<file path="src/rtl/matmul_pkg.sv">
`default_nettype none
// ============================================================================
// Module   : matmul_pkg
// Purpose  : Shared types for the systolic matrix-multiplier input path.
// Revision : 1.0
// ============================================================================
package matmul_pkg;

    localparam int LANE_WIDTH = 8;

    typedef logic [LANE_WIDTH-1:0] lane_t;

    typedef enum logic [2:0] {
        IDLE   = 3'd0,
        LOAD   = 3'd1,
        CLEAR  = 3'd2,
        STREAM = 3'd3,
        FLUSH  = 3'd4,
        DONE   = 3'd5
    } feeder_state_e;

endpackage
`default_nettype wire

</file>
<file path="src/rtl/feeder_tile_buffer.sv">
`default_nettype none
// ============================================================================
// Module   : feeder_tile_buffer
// Purpose  : N*N element tile store, one write port, N parallel column reads.
// Revision : 1.0
// ============================================================================
module feeder_tile_buffer #(
    parameter int DATA_WIDTH = 8,
    parameter int N          = 4,
    parameter int ADDR_W     = $clog2(N*N),
    parameter int COL_W      = $clog2(N+1)
) (
    input  logic                    clk,
    input  logic                    wr_en,
    input  logic [ADDR_W-1:0]       wr_addr,
    input  logic [DATA_WIDTH-1:0]   wr_data,
    input  logic [COL_W-1:0]        rd_col,
    output logic [N*DATA_WIDTH-1:0] rd_lanes
);

    // No reset: tile contents survive both completion and reset.
    logic [DATA_WIDTH-1:0] mem [N*N];

    always_ff @(posedge clk) begin
        if (wr_en) begin
            mem[wr_addr] <= wr_data;
        end
    end

    // A column index of N reads as all zeros, which feeds the drain phase.
    for (genvar r = 0; r < N; r++) begin : g_lane
        logic [ADDR_W-1:0] rd_addr;
        assign rd_addr = ADDR_W'(r*N) + ADDR_W'(rd_col);
        assign rd_lanes[r*DATA_WIDTH +: DATA_WIDTH] =
            (int'(rd_col) < N) ? mem[rd_addr] : '0;
    end

endmodule
`default_nettype wire

</file>
<file path="src/rtl/operand_feeder.sv">
`default_nettype none
// ============================================================================
// Module   : operand_feeder
// Purpose  : Loads an N x N tile, then streams it column-wise into the skew
//            registers followed by zero padding.
// Revision : 1.0
// ============================================================================
module operand_feeder
    import matmul_pkg::*;
#(
    parameter int DATA_WIDTH   = 8,
    parameter int N            = 4,
    parameter int FLUSH_CYCLES = 2*N-1
) (
    input  logic                    clk,
    input  logic                    reset_n,
    input  logic                    start,
    input  logic                    in_valid,
    output logic                    in_ready,
    input  logic [DATA_WIDTH-1:0]   in_data,
    input  logic                    hold,
    output logic [N*DATA_WIDTH-1:0] lane_data,
    output logic                    shift_o,
    output logic                    sync_clr_n_o,
    output logic                    busy,
    output logic                    done
);

    localparam int IDX_W  = $clog2(N*N+1);
    localparam int K_W    = $clog2(N+1);
    localparam int F_W    = $clog2(FLUSH_CYCLES+1);
    localparam int ADDR_W = $clog2(N*N);

    feeder_state_e state, state_nxt;

    logic [IDX_W-1:0]        idx;
    logic [K_W-1:0]          k;
    logic [F_W-1:0]          fcnt;
    logic                    accept;
    logic                    last_elem;
    logic                    last_col;
    logic                    last_flush;
    logic [K_W-1:0]          rd_col;
    logic [N*DATA_WIDTH-1:0] col_lanes;

    assign accept     = in_valid && in_ready;
    assign last_elem  = (idx  == IDX_W'(N*N-1));
    assign last_col   = (k    == K_W'(N-1));
    assign last_flush = (fcnt == F_W'(FLUSH_CYCLES-1));

    always_ff @(posedge clk or negedge reset_n) begin
        if (!reset_n) begin
            state <= IDLE;
        end else begin
            state <= state_nxt;
        end
    end

    always_comb begin
        state_nxt    = state;
        in_ready     = 1'b0;
        shift_o      = 1'b0;
        sync_clr_n_o = 1'b1;
        busy         = (state != IDLE);
        done         = 1'b0;
        unique case (state)
            IDLE:   if (start) state_nxt = LOAD;
            LOAD: begin
                in_ready = 1'b1;
                if (accept && last_elem) state_nxt = CLEAR;
            end
            CLEAR: begin
                sync_clr_n_o = 1'b0;
                state_nxt    = STREAM;
            end
            STREAM: begin
                shift_o = !hold;
                if (!hold && last_col) state_nxt = FLUSH;
            end
            FLUSH: begin
                shift_o = !hold;
                if (!hold && last_flush) state_nxt = DONE;
            end
            DONE: begin
                done      = 1'b1;
                state_nxt = IDLE;
            end
            default: state_nxt = IDLE;
        endcase
    end

    always_ff @(posedge clk or negedge reset_n) begin
        if (!reset_n) begin
            idx  <= '0;
            k    <= '0;
            fcnt <= '0;
        end else begin
            unique case (state)
                IDLE:   if (start) idx <= '0;
                LOAD:   if (accept) idx <= idx + IDX_W'(1);
                CLEAR:  k <= '0;
                STREAM: begin
                    if (!hold) begin
                        k <= k + K_W'(1);
                        if (last_col) fcnt <= '0;
                    end
                end
                FLUSH:  if (!hold) fcnt <= fcnt + F_W'(1);
                default: ;
            endcase
        end
    end

    // Lanes are registered, so prefetch column k+1 (column 0 while in CLEAR);
    // the shift out of the last column fetches index N, i.e. zeros.
    assign rd_col = (state == CLEAR) ? '0 : k + K_W'(1);

    always_ff @(posedge clk or negedge reset_n) begin
        if (!reset_n) begin
            lane_data <= '0;
        end else if (state == CLEAR || (state == STREAM && !hold)) begin
            lane_data <= col_lanes;
        end
    end

    feeder_tile_buffer #(
        .DATA_WIDTH (DATA_WIDTH),
        .N          (N),
        .ADDR_W     (ADDR_W),
        .COL_W      (K_W)
    ) u_buffer (
        .clk      (clk),
        .wr_en    (accept),
        .wr_addr  (idx[ADDR_W-1:0]),
        .wr_data  (in_data),
        .rd_col   (rd_col),
        .rd_lanes (col_lanes)
    );

endmodule
`default_nettype wire

</file>
<file path="config.mk">
export PLATFORM = sky130hd
export DESIGN_NAME = operand_feeder
export DESIGN_NICKNAME = d
export VERILOG_FILES = /design/src/rtl/matmul_pkg.sv /design/src/rtl/feeder_tile_buffer.sv /design/src/rtl/operand_feeder.sv
export SDC_FILE = /design/constraint.sdc
export NUM_CORES = 1
export LEC_CHECK = 0
export BUFFER_PORTS_ARGS = -buffer_cell sky130_fd_sc_hd__buf_2
export CAP_MARGIN = 10
export CELL_PAD_IN_SITES_DETAIL_PLACEMENT = 1
export CELL_PAD_IN_SITES_GLOBAL_PLACEMENT = 2
export CORE_MARGIN = 1.5
export CORE_UTILIZATION = 48
export CTS_BUF_LIST = sky130_fd_sc_hd__clkbuf_2 sky130_fd_sc_hd__clkbuf_4 sky130_fd_sc_hd__clkbuf_8
export CTS_CLUSTER_SIZE = 28
export DETAILED_ROUTE_END_ITERATION = 6
export GPL_TIMING_DRIVEN = 0
export PLACE_DENSITY_LB_ADDON = 0.15
export SLEW_MARGIN = 20
export SYNTH_ARGS = -nofsm -noshare
export SYNTH_HDL_FRONTEND = slang
export SYNTH_SLANG_ARGS = --single-unit
</file>
<file path="constraint.sdc">
create_clock -name clk -period 5 [get_ports clk]
set_input_delay 0.75 -clock clk [delete_from_list [all_inputs] [get_ports clk]]
set_output_delay 0.75 -clock clk [all_outputs]
set_load 0.1 [all_outputs]
</file>
==> results.json <==
{
  "dp_slack_ns": 2.429,
  "fp.dieH_microns": 125.8,
  "ctsHoldBuffers": 0,
  "route.detailed.drc": 0,
  "grt_max_degree": 47,
  "skew_ns": 0.008949,
  "timing.fmax_ghz": 0.3334,
  "synth-simple-area-share_pct": 11.37,
  "fin_crit_ns": 2.999,
  "post_cts_resized": 0,
  "netlist_area_sq_um": 7241,
  "cpMostUsedCell": "buf_2",
  "maxSlewHeadroom_pct": 34.71,
  "drtAntennaViolNets": 0,
  "diodes": 0,
  "start_util_pct": 49.44,
  "ys_ff_latch": 174,
  "rows": 44,
  "final_area_sq_um": 8078,
  "antenna_found_initial": 0,
  "worstSetupEndpointType": "primary output",
  "cts_tree": "done",
  "grt_pass1_wl_mm": 28.11,
  "vias_per_cell": 5.895,
  "ir_worst_vdd_uv": 412.8,
  "wl_per_cell_microns": 23.42,
  "cp.arrival_ns": 2.25,
  "synthesis.nets": 528,
  "dpl_cell_area_sq_um": 7714,
  "synth_xor_area_share_pct": 0.1210,
  "critical_path_class": "flip-flop to primary output",
  "synth.top_cell.area_share_pct": 53.08,
  "setup-tns-final_ns": 0,
  "io_pins": 50,
  "layout-drive-gt1-share_pct": 20.99,
  "synth_fa_ha_area_share_pct": 1.555,
  "clock_latency_ns": 0.47,
  "cp_slowest_stage_delay_ns": 0.53,
  "power.total_mw": 5.422,
  "worst_pin_slew_ns": 0.9758,
  "worstPathMaxFanout": 10,
  "firstDrtPassIters": 7,
  "nets": 595,
  "yosysSeqAreaShare_pct": 68.98,
  "fin_crit_sh_pct": 59.98,
  "synth_area_leader_cell": "edfxtp_1",
  "multiInputGateArea_sq_um": 2048,
  "rsz0062_at_grt": "false",
  "syn_avg_cell_area_sq_um": 14.31,
  "hold_viol": 0,
  "fin_ws_ns": 2.001,
  "dp_cells": 738,
  "crit_path_start_kind": "flip-flop",
  "dp_hpwl_mm": 11.67,
  "h-tree-depth": 4,
  "portBuffers": 48,
  "clock_tree.root_cell": "clkbuf_8",
  "synth_cell_type_count": 49,
  "max-cap-violations": 0,
  "netlist_instances": 506,
  "muxShareOfSynthArea_pct": 4.838,
  "crit_chain": "buf_4 > nor3b_4 > buf_2 > inv_1 > buf_2",
  "worstPathRequired_ns": 4.25,
  "fin_cells": 770,
  "slowest_stage": "nor3b_4",
  "setup_viol": 0,
  "clk_path_buf_depth": 2,
  "power_per_cell_area_nw_per_um2": 671.2,
  "synth_area_leaders": "edfxtp_1, dfrtp_1, mux2i_1",
  "clkTransAtPathRegs_ns": 0.10,
  "synth_top_family_by_area": "simple AND/OR/NAND/NOR gates",
  "drv_slew": 0,
  "routed_wirelength_mm": 18.04,
  "cts_made_buffers": 17,
  "numClockSinks": 174,
  "overflow": 0,
  "vias": 4539,
  "coreArea_sq_um": 14640,
  "fillCellCount": 1440,
  "register_area_sq_um": 4995,
  "grt_use_total_pct": 24.17,
  "place.gp.congestion": 0.7868,
  "synth_compound_area_share_pct": 10.40,
  "dieWidth_microns": 125.8,
  "yosys_warnings": 0,
  "drt_iter0_drc": 380,
  "dieArea_sq_um": 15830,
  "syn_to_final_growth_pct": 11.56,
  "status": "finished, final reports clean",
  "p_leak_nw": 3.016,
  "grt_pass1_vias": 4797,
  "hp-class": "primary input to async pin",
  "postCtsSetupBuffers": 0
}
-- routing by layer --
metal	GRT usage [%]	part of all wire, %
met3	4.248	3.7
met1	33.86	46
met4	7.978	1.3
met5	0	0
met2	38.72	49
-- placed cells by master (no fill, tap or decap), drive strengths merged, types with 16 or more instances in the layout --
cell / instances
edfxtp: 128
o221ai: 16
clkbuf: 35
dfrtp: 46
o41ai: 16
and2: 17
nand2: 49
buf: 65
nor2: 21
nand2b: 18
or3: 17
mux2i: 35
a21oi: 34
-- flip-flops by register name, indices dropped and copies added (netlist names) --
signal / flops
fcnt: 3
state: 3
k: 3
u_buffer.mem: 128
idx: 5
lane_data: 32
-- path summary, 6_finish.rpt --
check                              start                 end  slack, ns  depth (start not counted)
max in group asynchronous        reset_n            state[1]       4.21                          1
hold reg to reg            lane_data[26]       lane_data[26]       0.48                          2
setup reg to reg                state[0]  u_buffer.mem[8][5]       2.41                          6
min in group clk           lane_data[26]       lane_data[26]       0.48                          2
setup / recovery                state[0]        sync_clr_n_o       2.00                          5
hold / removal                   reset_n       lane_data[19]       0.33                          1
-- layout make-up --
type,count,area share (%)
sequential,174,61.83
multi-input combinational,291,25.36
clock inverter,11,1.084
timing repair buffer,48,3.005
buffer,31,1.983
tap,184,2.850
inverter,10,0.4647
clock buffer,21,3.423
-- critical path: cells and delay by family (launching register included) --
family | cells | cell delay, ns
flip-flops | 1 | 0.37
AND/OR/NAND/NOR | 1 | 0.53
buffers and inverters | 4 | 0.88
-- power breakdown --
| part | internal, mW | total [mW] | switching, mW |
|---|---|---|---|
| sequential | 1.80 | 1.93 | 0.127 |
| clock | 0.384 | 0.906 | 0.521 |
| combinational | 0.582 | 2.59 | 2.00 |
-- metrics by stage --
stage	util, %	hold WS, ns
after floorplan	-	0.4485
after global placement	52.66	0.4530
after detailed placement	52.67	0.4634
after CTS	55.16	0.3462
after global routing	55.16	0.3590
final	55.16	0.3267
-- cell usage after synthesis (all sizes together) --
master / count
nor4b: 1
edfxtp: 128
or2: 2
nand3b: 2
and2: 17
o41ai: 16
o31ai: 1
nor2: 21
clkinv: 1
and3: 1
ha: 9
o22ai: 1
buf: 17
nand3: 5
nor3b: 2
clkbuf: 14
or3b: 2
or3: 17
a32o: 1
nand2: 49
a22oi: 1
dfrtp: 46
nand2b: 18
xnor2: 1
a31oi: 1
o21ai: 10
inv: 9
mux2i: 35
a21oi: 34
nand4b: 2
nor3: 8
nor2b: 2
o221ai: 16
a22o: 1
a211oi: 15
-- kinds of logic after synthesis --
group	after synthesis
xor gates and xnor gates	1
DFF	174
adders and majority gates	9
AOI/OAI and AO/OA	97
buffers and inverters	41
muxes	35
and+or+nand+nor	149
Note: power is estimated with default switching activity, not from simulation.
